### config.mk
export PLATFORM = sky130hd
export DESIGN_NAME = id_stage
export DESIGN_NICKNAME = d
export VERILOG_FILES = /design/src/rtl/riscv_pkg.sv /design/src/rtl/regfile.sv /design/src/rtl/id_stage.sv
export SDC_FILE = /design/constraint.sdc
export NUM_CORES = 2
export LEC_CHECK = 0
export CAP_MARGIN = 20
export CORE_MARGIN = 3
export CORE_UTILIZATION = 45
export CTS_CLUSTER_DIAMETER = 120
export CTS_CLUSTER_SIZE = 24
export DETAILED_ROUTE_END_ITERATION = 6
export PLACE_DENSITY_LB_ADDON = 0.2
export SYNTH_ARGS = -nofsm -noshare
export SYNTH_HDL_FRONTEND = slang
export SYNTH_HIERARCHICAL = 1
export SYNTH_SLANG_ARGS = --single-unit
### constraint.sdc
create_clock -name clk -period 2.6 [get_ports clk]
set_clock_uncertainty 0.2 [all_clocks]
set_input_delay 0.26 -clock clk [delete_from_list [all_inputs] [get_ports clk]]
set_output_delay 0.26 -clock clk [all_outputs]
set_load 0.05 [all_outputs]
### src/rtl/riscv_pkg.sv
// riscv_pkg: RV32I opcode, ALU and result-select encodings shared by the decode stage.
package riscv_pkg;

    localparam logic [6:0] OPC_LOAD   = 7'b0000011;
    localparam logic [6:0] OPC_STORE  = 7'b0100011;
    localparam logic [6:0] OPC_OP     = 7'b0110011;
    localparam logic [6:0] OPC_OP_IMM = 7'b0010011;
    localparam logic [6:0] OPC_BRANCH = 7'b1100011;
    localparam logic [6:0] OPC_JAL    = 7'b1101111;
    localparam logic [6:0] OPC_JALR   = 7'b1100111;
    localparam logic [6:0] OPC_LUI    = 7'b0110111;
    localparam logic [6:0] OPC_AUIPC  = 7'b0010111;

    localparam logic [3:0] ALU_ADD   = 4'd0;
    localparam logic [3:0] ALU_SUB   = 4'd1;
    localparam logic [3:0] ALU_AND   = 4'd2;
    localparam logic [3:0] ALU_OR    = 4'd3;
    localparam logic [3:0] ALU_XOR   = 4'd4;
    localparam logic [3:0] ALU_SLL   = 4'd5;
    localparam logic [3:0] ALU_SRL   = 4'd6;
    localparam logic [3:0] ALU_SRA   = 4'd7;
    localparam logic [3:0] ALU_SLT   = 4'd8;
    localparam logic [3:0] ALU_SLTU  = 4'd9;
    localparam logic [3:0] ALU_PASSB = 4'd10;

    localparam logic [1:0] RES_ALU = 2'b00;
    localparam logic [1:0] RES_MEM = 2'b01;
    localparam logic [1:0] RES_PC4 = 2'b10;

    typedef enum logic [2:0] {IMM_I, IMM_S, IMM_B, IMM_U, IMM_J, IMM_NONE} imm_t;

    typedef struct packed {
        logic       reg_write;
        logic       mem_write;
        logic       branch;
        logic       jump;
        logic       alu_src_a;
        logic       alu_src_b;
        logic       illegal;
        logic [1:0] result_src;
        logic [3:0] alu_control;
    } ctrl_t;

    function automatic logic [31:0] imm_gen(input logic [31:0] i, input imm_t t);
        case (t)
            IMM_I:   return {{20{i[31]}}, i[31:20]};
            IMM_S:   return {{20{i[31]}}, i[31:25], i[11:7]};
            IMM_B:   return {{19{i[31]}}, i[31], i[7], i[30:25], i[11:8], 1'b0};
            IMM_U:   return {i[31:12], 12'b0};
            IMM_J:   return {{11{i[31]}}, i[31], i[19:12], i[20], i[30:21], 1'b0};
            default: return '0;
        endcase
    endfunction

    // alt is funct7[5]; it means SUB only for register-register ops, SRA for both
    function automatic logic [3:0] alu_op(input logic [2:0] f3, input logic alt, input logic is_op);
        case (f3)
            3'b000:  return (alt && is_op) ? ALU_SUB : ALU_ADD;
            3'b001:  return ALU_SLL;
            3'b010:  return ALU_SLT;
            3'b011:  return ALU_SLTU;
            3'b100:  return ALU_XOR;
            3'b101:  return alt ? ALU_SRA : ALU_SRL;
            3'b110:  return ALU_OR;
            default: return ALU_AND;
        endcase
    endfunction

endpackage

### src/rtl/regfile.sv
// regfile: 2R1W architectural register file with x0 hardwired, write bypass and sync clear.
module regfile #(
    parameter int XLEN = 32,
    parameter int NREG = 32
) (
    input  logic            clk,
    input  logic            reset,
    input  logic            we,
    input  logic [4:0]      wa,
    input  logic [XLEN-1:0] wd,
    input  logic [4:0]      ra1,
    input  logic [4:0]      ra2,
    output logic [XLEN-1:0] rd1,
    output logic [XLEN-1:0] rd2
);

    logic [XLEN-1:0] regs [NREG];

    always_ff @(posedge clk) begin
        if (reset) begin
            for (int i = 0; i < NREG; i++) regs[i] <= '0;
        end else if (we && wa != 5'd0) begin
            regs[wa] <= wd;
        end
    end

    assign rd1 = (ra1 == 5'd0) ? '0 : (we && wa == ra1) ? wd : regs[ra1];
    assign rd2 = (ra2 == 5'd0) ? '0 : (we && wa == ra2) ? wd : regs[ra2];

endmodule

### src/rtl/id_stage.sv
// id_stage: RV32I decode stage -- control decode, immediate generation, register read,
// and the ID/EX pipeline register.
module id_stage
    import riscv_pkg::*;
#(
    parameter int XLEN = 32,
    parameter int NREG = 32
) (
    input  logic            clk,
    input  logic            reset,
    input  logic [31:0]     instruction_d,
    input  logic [XLEN-1:0] pc_d,
    input  logic [XLEN-1:0] pc_plus_4_d,
    input  logic            stall_e,
    input  logic            flush_e,
    input  logic            reg_write_w,
    input  logic [4:0]      rd_w,
    input  logic [XLEN-1:0] result_w,
    output logic [4:0]      rs1_d,
    output logic [4:0]      rs2_d,
    output logic [XLEN-1:0] rd1_e,
    output logic [XLEN-1:0] rd2_e,
    output logic [XLEN-1:0] imm_ext_e,
    output logic [XLEN-1:0] pc_e,
    output logic [XLEN-1:0] pc_plus_4_e,
    output logic [4:0]      rs1_e,
    output logic [4:0]      rs2_e,
    output logic [4:0]      rd_e,
    output logic [2:0]      funct3_e,
    output logic            reg_write_e,
    output logic            mem_write_e,
    output logic            branch_e,
    output logic            jump_e,
    output logic            alu_src_a_e,
    output logic            alu_src_b_e,
    output logic            illegal_e,
    output logic [1:0]      result_src_e,
    output logic [3:0]      alu_control_e
);

    logic [6:0]      opcode;
    logic [2:0]      funct3;
    logic            alt;
    logic [XLEN-1:0] rd1, rd2, imm_ext;
    ctrl_t           ctrl, ctrl_e;
    imm_t            imm_sel;

    assign opcode  = instruction_d[6:0];
    assign funct3  = instruction_d[14:12];
    assign alt     = instruction_d[30];
    assign rs1_d   = instruction_d[19:15];
    assign rs2_d   = instruction_d[24:20];
    assign imm_ext = imm_gen(instruction_d, imm_sel);

    always_comb begin
        ctrl = '0;
        ctrl.result_src = RES_ALU;
        ctrl.alu_control = ALU_ADD;
        imm_sel = IMM_NONE;
        case (opcode)
            OPC_LOAD: begin
                ctrl.reg_write = 1'b1;
                ctrl.alu_src_b = 1'b1;
                ctrl.result_src = RES_MEM;
                imm_sel = IMM_I;
            end
            OPC_STORE: begin
                ctrl.mem_write = 1'b1;
                ctrl.alu_src_b = 1'b1;
                imm_sel = IMM_S;
            end
            OPC_OP: begin
                ctrl.reg_write = 1'b1;
                ctrl.alu_control = alu_op(funct3, alt, 1'b1);
            end
            OPC_OP_IMM: begin
                ctrl.reg_write = 1'b1;
                ctrl.alu_src_b = 1'b1;
                ctrl.alu_control = alu_op(funct3, alt, 1'b0);
                imm_sel = IMM_I;
            end
            OPC_BRANCH: begin
                ctrl.branch = 1'b1;
                ctrl.alu_control = ALU_SUB;
                imm_sel = IMM_B;
            end
            OPC_JAL: begin
                ctrl.reg_write = 1'b1;
                ctrl.jump = 1'b1;
                ctrl.result_src = RES_PC4;
                imm_sel = IMM_J;
            end
            OPC_JALR: begin
                ctrl.reg_write = 1'b1;
                ctrl.jump = 1'b1;
                ctrl.alu_src_b = 1'b1;
                ctrl.result_src = RES_PC4;
                imm_sel = IMM_I;
            end
            OPC_LUI: begin
                ctrl.reg_write = 1'b1;
                ctrl.alu_src_b = 1'b1;
                ctrl.alu_control = ALU_PASSB;
                imm_sel = IMM_U;
            end
            OPC_AUIPC: begin
                ctrl.reg_write = 1'b1;
                ctrl.alu_src_a = 1'b1;
                ctrl.alu_src_b = 1'b1;
                imm_sel = IMM_U;
            end
            default: ctrl.illegal = 1'b1;
        endcase
    end

    regfile #(.XLEN(XLEN), .NREG(NREG)) u_regfile (
        .clk   (clk),
        .reset (reset),
        .we    (reg_write_w),
        .wa    (rd_w),
        .wd    (result_w),
        .ra1   (rs1_d),
        .ra2   (rs2_d),
        .rd1   (rd1),
        .rd2   (rd2)
    );

    // reset and flush both produce an all-zero, non-illegal bubble
    always_ff @(posedge clk) begin
        if (reset || flush_e) begin
            rd1_e       <= '0;
            rd2_e       <= '0;
            imm_ext_e   <= '0;
            pc_e        <= '0;
            pc_plus_4_e <= '0;
            rs1_e       <= '0;
            rs2_e       <= '0;
            rd_e        <= '0;
            funct3_e    <= '0;
            ctrl_e      <= '0;
        end else if (!stall_e) begin
            rd1_e       <= rd1;
            rd2_e       <= rd2;
            imm_ext_e   <= imm_ext;
            pc_e        <= pc_d;
            pc_plus_4_e <= pc_plus_4_d;
            rs1_e       <= rs1_d;
            rs2_e       <= rs2_d;
            rd_e        <= instruction_d[11:7];
            funct3_e    <= funct3;
            ctrl_e      <= ctrl;
        end
    end

    assign reg_write_e   = ctrl_e.reg_write;
    assign mem_write_e   = ctrl_e.mem_write;
    assign branch_e      = ctrl_e.branch;
    assign jump_e        = ctrl_e.jump;
    assign alu_src_a_e   = ctrl_e.alu_src_a;
    assign alu_src_b_e   = ctrl_e.alu_src_b;
    assign illegal_e     = ctrl_e.illegal;
    assign result_src_e  = ctrl_e.result_src;
    assign alu_control_e = ctrl_e.alu_control;

endmodule

Word-level counts from Yosys, hierarchy flattened
Memory sizes are Yosys's and may differ from the RTL's.
Cells that the tools add are included.
{"block": "word_totals", "reg_bits": 191, "ramBits": 1024, "input_bits": 138, "out_inout_bits": 201, "elab_cells": 83, "n_memories": 1}
{"name": "u_regfile.regs", "words": 32, "width": 32, "rd": 2, "rd_ports_with_merged_regs": 0, "write_ports": 32, "line": "regfile.sv:17", "text": "logic [XLEN-1:0] regs [NREG];"}
{"block": "classes", "n_eq_ne": 21, "muxes": 27, "reduce_logical": 16}
{"op": "$mux 32", "n": 5}
{"op": "$pmux 32 s5", "n": 1}
{"op": "$pmux 4 s7", "n": 2}
{"op": "$reduce_or 32->1", "n": 1}
{"op": "$eq 7x6->1 const B", "n": 3}
{"op": "$eq 7x7->1 const B", "n": 3}
{"op": "$pmux 4 s4", "n": 1}
{"op": "$mux 1", "n": 15}
{"op": "$pmux 3 s5", "n": 1}
{"op": "$eq 7x5->1 const B", "n": 2}
{"op": "$eq 3x2->1 const B", "n": 4}
{"op": "$eq 3x3->1 const B", "n": 4}
{"op": "$eq 5x5->1", "n": 2}
{"op": "$logic_not 5->1", "n": 2}
{"op": "$reduce_or 9->1", "n": 1}
{"op": "$eq 7x2->1 const B", "n": 1}
{"op": "$reduce_or 7->1", "n": 1}
{"op": "$eq 3x1->1 const B", "n": 2}
{"op": "$logic_not 3->1", "n": 2}
{"op": "$reduce_or 6->1", "n": 1}
{"op": "$mux 5", "n": 1}
{"op": "$reduce_bool 5->1", "n": 1}
{"op": "$pmux 2 s2", "n": 1}
{"op": "$reduce_or 2->1", "n": 2}
{"op": "3 further kinds", "n": 5}

Logic depth before layout (Yosys ltp)
{"block": "depth", "depth_word": 7, "mapped_depth": 12, "depth_no_buf": 7}

Modules after synthesis
Netlist, hierarchy kept.
{"module": "regfile", "n_inst": 1, "cells_each": 3830, "area_per_inst_um2": 55186.7, "seq_area_each_um2": 30749.5}
{"module": "id_stage", "n_inst": 1, "cells_each": 719, "area_per_inst_um2": 7248.2, "seq_area_each_um2": 3823.7}

Worst setup path after synthesis
No wires, ideal clock.
{"block": "synth_timing", "path_type": "input-to-reg", "startpoint": "in instruction_d[20]", "endpoint": "reg rd2_e[29]", "setup_ns": 0.129, "arrival_time_ns": 2.090, "t_required_ns": 2.271, "slack_ns": 0.182, "stages": 9, "n_path_buf": 3, "path_cell_list": "buf_2 -> buf_2 -> buf_2 -> mux4_2 -> a211oi_1 -> nand2_1 -> a32o_1 -> mux2i_1 -> nor2_1"}
{"block": "synth_via", "elab_chain_len": 4, "word_cells_on_any_way": 6, "cone_classes": "1 x eq/ne; 2 x mux; 2 x reduce/logical; 1 x memory"}
{"element": "start, declared", "line": "id_stage.sv:11", "text": "input logic [31:0] instruction_d,"}
{"element": "branches (longest 3 deep; another with $mem_v2 32x32)"}
{"element": "$mux 32 *", "line": "regfile.sv:28", "text": "assign rd2 = (ra2 == 5'd0) ? '0 : (we && wa == ra2) ? wd : regs[ra2];"}
{"element": "named net rd2[29]", "line": "id_stage.sv:44", "text": "logic [XLEN-1:0] rd1, rd2, imm_ext;"}
{"element": "end signal, assigned", "line": "id_stage.sv:143", "text": "rd2_e <= rd2;"}
{"element": "end, declared", "line": "id_stage.sv:22", "text": "output logic [XLEN-1:0] rd2_e,"}
Mark *: on every way through the listed nets, which the timed path passes.
A chain may end at the register's enable or synchronous reset.

Final worst setup path
{"block": "layout_timing", "startpoint": "reg rd2_e[16]", "endpoint": "out rd2_e[16]"}
No word-level cell between the ends.

==> flow_summary_export.csv <==
group,metric,value,unit
critical_path,r2r-start,"u_regfile/regs[30][16]",
floorplan,core.rowCount,136,
critical_path,path_delay_family,"buffers and inverters",
clock_network,clk_pin_slew,0.10,ns
critical_path,reg2reg_slack,0.16,ns
synthesis,syn-instance-count,4549,
sta,setup_tns,-0.001855,ns
worst_hold_path,worst_hold_path.endpoint,"rd_e[4]",
place,io_buffers,338,
sta,final-setup-viol-count,1,
critical_path,max_stage_delay,0.89,ns
floorplan,initial_core_utilization,45.35,%
critical_path,worstPathArrival,2.14,ns
layout,syn_to_final_growth,20.98,%
synthesis,synth.largest_area_cell,"sky130_fd_sc_hd__edfxtp_1",
sta,finalHoldViolations,0,
job,max_cap_violations,0,
floorplan,die_h,378.5,um
pwr,leakage,27.51,nW
routing,drt-vias-per-instance,6.373,
synthesis,synth.cell_area,0.06243,mm^2
floorplan,die_area,0.1433,mm^2
synthesis,synth.top_cell.area_share,49.25,%
critical_path,slowest_stage,"sky130_fd_sc_hd__clkdlybuf4s50_1",
clock_network,cts_tree,"built",
routing,ant_nets,0,
critical_path,critical_path_peak_fanout,2,
place,final_gp_congestion,0.9383,
synthesis,post_synth_top_cells,"1024 x sky130_fd_sc_hd__edfxtp_1, 995 x sky130_fd_sc_hd__and2_1, 393 x sky130_fd_sc_hd__mux2i_1",
floorplan,pin_count,339,
routing,drt_iter0_markers,6463,
grt,maximum_number_of_pins_on_one_net_before_global_route_repair,89,
synthesis,synth-seq-area-share,55.37,%
clock_network,max-clock-path-buffers,3,
routing,drtPass1Iterations,7,
synthesis,ys_seq_elements,1215,
place,place_inst,6843,
routing,routed_wire_length_per_instance,34.05,um
clock_network,number_of_buffers_created_by_cts,56,
outcome,run_status,"finished with violations",
layout,finalNonFillerCells,7059,
clock_network,cts_sinks,1215,
critical_path,critical_path.n_buffers_inverters,1,
sta,slew_violations,0,
synthesis,post_synth_edffs,1024,
layout,drive_above_1_share,24.32,%
sta,layout_worst_path_cycle_share,100.1,%
critical_path,timing.rr.end,"rd1_e[16]",
synthesis,synth_async_sr_flop_share,0,%
floorplan,die-width,378.5,um
layout,finish.net_count,5343,
clock_network,clk_root_buffer_cell,"sky130_fd_sc_hd__clkbuf_16",
synthesis,leading_post_synthesis_cells_by_cell_area,"sky130_fd_sc_hd__edfxtp_1 49%, sky130_fd_sc_hd__mux4_2 14%, sky130_fd_sc_hd__and2_1 10%, sky130_fd_sc_hd__mux2i_1 6.3%, sky130_fd_sc_hd__dfxtp_1 6.1%",
worst_hold_path,holdCritPathClass,"in -> reg",
outcome,violations,"DRC, setup timing",
place,detailed_place_hpwl,165300,um
sta,maxSlewHeadroom,31.09,%
synthesis,synth.lib_cells_used.distinct,68,
synthesis,postSynth.topFlopCell,"sky130_fd_sc_hd__edfxtp_1",
critical_path,end_kind,"output pin",
synthesis,most_instantiated_library_cell_after_synthesis,"sky130_fd_sc_hd__edfxtp_1",
critical_path,critPathKind,"reg -> out",
sta,actual_slew_at_the_worst_max_slew_pin,1.031,ns
worst_hold_path,worst_hold_path.num_cells,3,
clock_network,cts_max_level,2,
floorplan,core,0.1377,mm^2
synthesis,syn_avg_cell_area,13.72,um^2
synthesis,synth-warning-count,6,
place,dp_slack,-0.4084,ns
routing,routed-via-count,44990,
critical_path,worst_r2r_path_depth,10,
routing,drt-total-wl,240400,um
grt,groute.usage.overall,32.94,%
clock_network,clkLatencyLatePin,0.73,ns
pwr,vdd_ir_drop_max,0.0005205,V
routing,route.detailed.drc,1,
critical_path,cp.required,2.14,ns
grt,grt_first_pass_wirelength,332700,um
sta,final.setup.worst_slack,-0.001855,ns
sta,final.min_clock_period,2.602,ns
sta,fmax,384.3,MHz
critical_path,crit_path_cell_trace,"clkdlybuf4s50_1",
pwr,powerDensity,532.2,mW/mm^2
grt,first_global_vias,43540,
sta,rsz0062_at_grt,"yes",
grt,globalRoute.totalOverflow,0,
critical_path,critPathLaunchType,"flip-flop",
worst_hold_path,timing.hold.worst.start,"instruction_d[11]",
grt,antenna_violations_before_repair,23,
## how the worst max path moves through the flow
stage                 startpoint        end  cells past startpoint
2_1_floorplan  instruction_d[20]  rd2_e[29]                      9
3_3_place_gp   instruction_d[15]   rd1_e[8]                     12
3_5_place_dp   instruction_d[15]   rd1_e[8]                     12
4_1_cts        instruction_d[19]   rd1_e[8]                     14
5_1_grt        instruction_d[19]  rd1_e[12]                     12
6_report               rd2_e[16]  rd2_e[16]                      1
## state kept, by name, indices dropped and copies added (netlist names), 4 cells and up
register / count
rs1_e: 5
imm_ext_e: 32
pc_plus_4_e: 32
alu_control_e: 4
rd1_e: 32
rd2_e: 32
rd_e: 5
pc_e: 32
rs2_e: 5
u_regfile/regs: 1024
## cell usage in the layout (no fill, tap or decap), types with 28 or more instances in the layout
master                               n
sky130_fd_sc_hd__a211oi_1           32
sky130_fd_sc_hd__and2_1            995
sky130_fd_sc_hd__dfxtp_1           191
sky130_fd_sc_hd__a31oi_1            28
sky130_fd_sc_hd__clkdlybuf4s50_1   302
sky130_fd_sc_hd__buf_12            160
sky130_fd_sc_hd__nor2_4             33
sky130_fd_sc_hd__conb_1             32
sky130_fd_sc_hd__clkbuf_1           45
sky130_fd_sc_hd__o21ai_0            54
sky130_fd_sc_hd__a22oi_1           101
sky130_fd_sc_hd__dlygate4sd3_1      74
sky130_fd_sc_hd__clkbuf_16          58
sky130_fd_sc_hd__mux2_2             83
sky130_fd_sc_hd__or2_2              33
sky130_fd_sc_hd__buf_4             461
sky130_fd_sc_hd__a32o_1             32
sky130_fd_sc_hd__nor3_1             29
sky130_fd_sc_hd__nand2_1            83
sky130_fd_sc_hd__mux2i_1           393
sky130_fd_sc_hd__nor2_1            214
sky130_fd_sc_hd__o22ai_1            79
sky130_fd_sc_hd__o221ai_1           39
sky130_fd_sc_hd__edfxtp_1         1024
sky130_fd_sc_hd__a21oi_1            46
sky130_fd_sc_hd__mux4_2            380
## final cells by class
| class | count | area [um^2] |
|---|---|---|
| multi-input combinational | 2886 | 26100 |
| sequential | 1215 | 34570 |
| clock inverter | 1 | 8.758 |
| fill | 11160 | 62130 |
| tap | 1794 | 2245 |
| clock buffer | 102 | 1595 |
| timing repair buffer | 1039 | 10940 |
| inverter | 7 | 30.03 |
| antenna | 15 | 37.54 |
## through the flow
step           instance area [um^2]  hold slack [ns]  util, %  power (mW)
2_1_floorplan                 62550           0.2039        -       26.48
3_3_place_gp                  72830           0.2404    52.90       29.70
3_5_place_dp                  72830           0.2461    52.90       29.77
4_1_cts                       75160          0.01885    54.60       40.10
5_1_grt                       75500          0.09088    54.84       41.26
6_report                      75530          0.06300    54.87       40.20
## kinds of logic (layout without fill, tap and decap cells)
kind of cell | after synthesis | after routing | synth area share, %
AO/OA/AOI/OAI | 506 | 506 | 5.828
XOR/XNOR | 10 | 10 | 0.1403
multiplexers | 856 | 856 | 21.51
buffers and inverters | 479 | 1149 | 3.559
flip-flops | 1215 | 1215 | 55.37
AND/OR/NAND/NOR | 1482 | 1482 | 13.59
other | 1 | 47 | 0.006006
## layer usage
| metal | GRT usage, % | routed length (um) |
|---|---|---|
| met1 | 44.68 | 91260 |
| met2 | 50.56 | 108100 |
| met4 | 15.09 | 12430 |
| met5 | 0 | 41 |
| met3 | 7.517 | 28560 |
## power breakdown
group / internal (mW) / switching (mW) / total (mW)
Sequential: 22.1 / 0.578 / 22.6
Combinational: 3.13 / 3.88 / 7.01
Clock: 4.19 / 6.37 / 10.6
## what timing repair did
| action | 4_1_cts | 5_1_grt |
|---|---|---|
| hold endpoints to repair | 114 | 0 |
| gates resized for setup | 18 | 38 |
| gates cloned | 0 | 1 |
| buffers inserted | 0 | 22 |
| pin swaps | 0 | 1 |
| endpoints found under the setup margin | 18 | 44 |
| hold buffers | 75 | 0 |
Note: power is estimated with default switching activity, not from simulation.
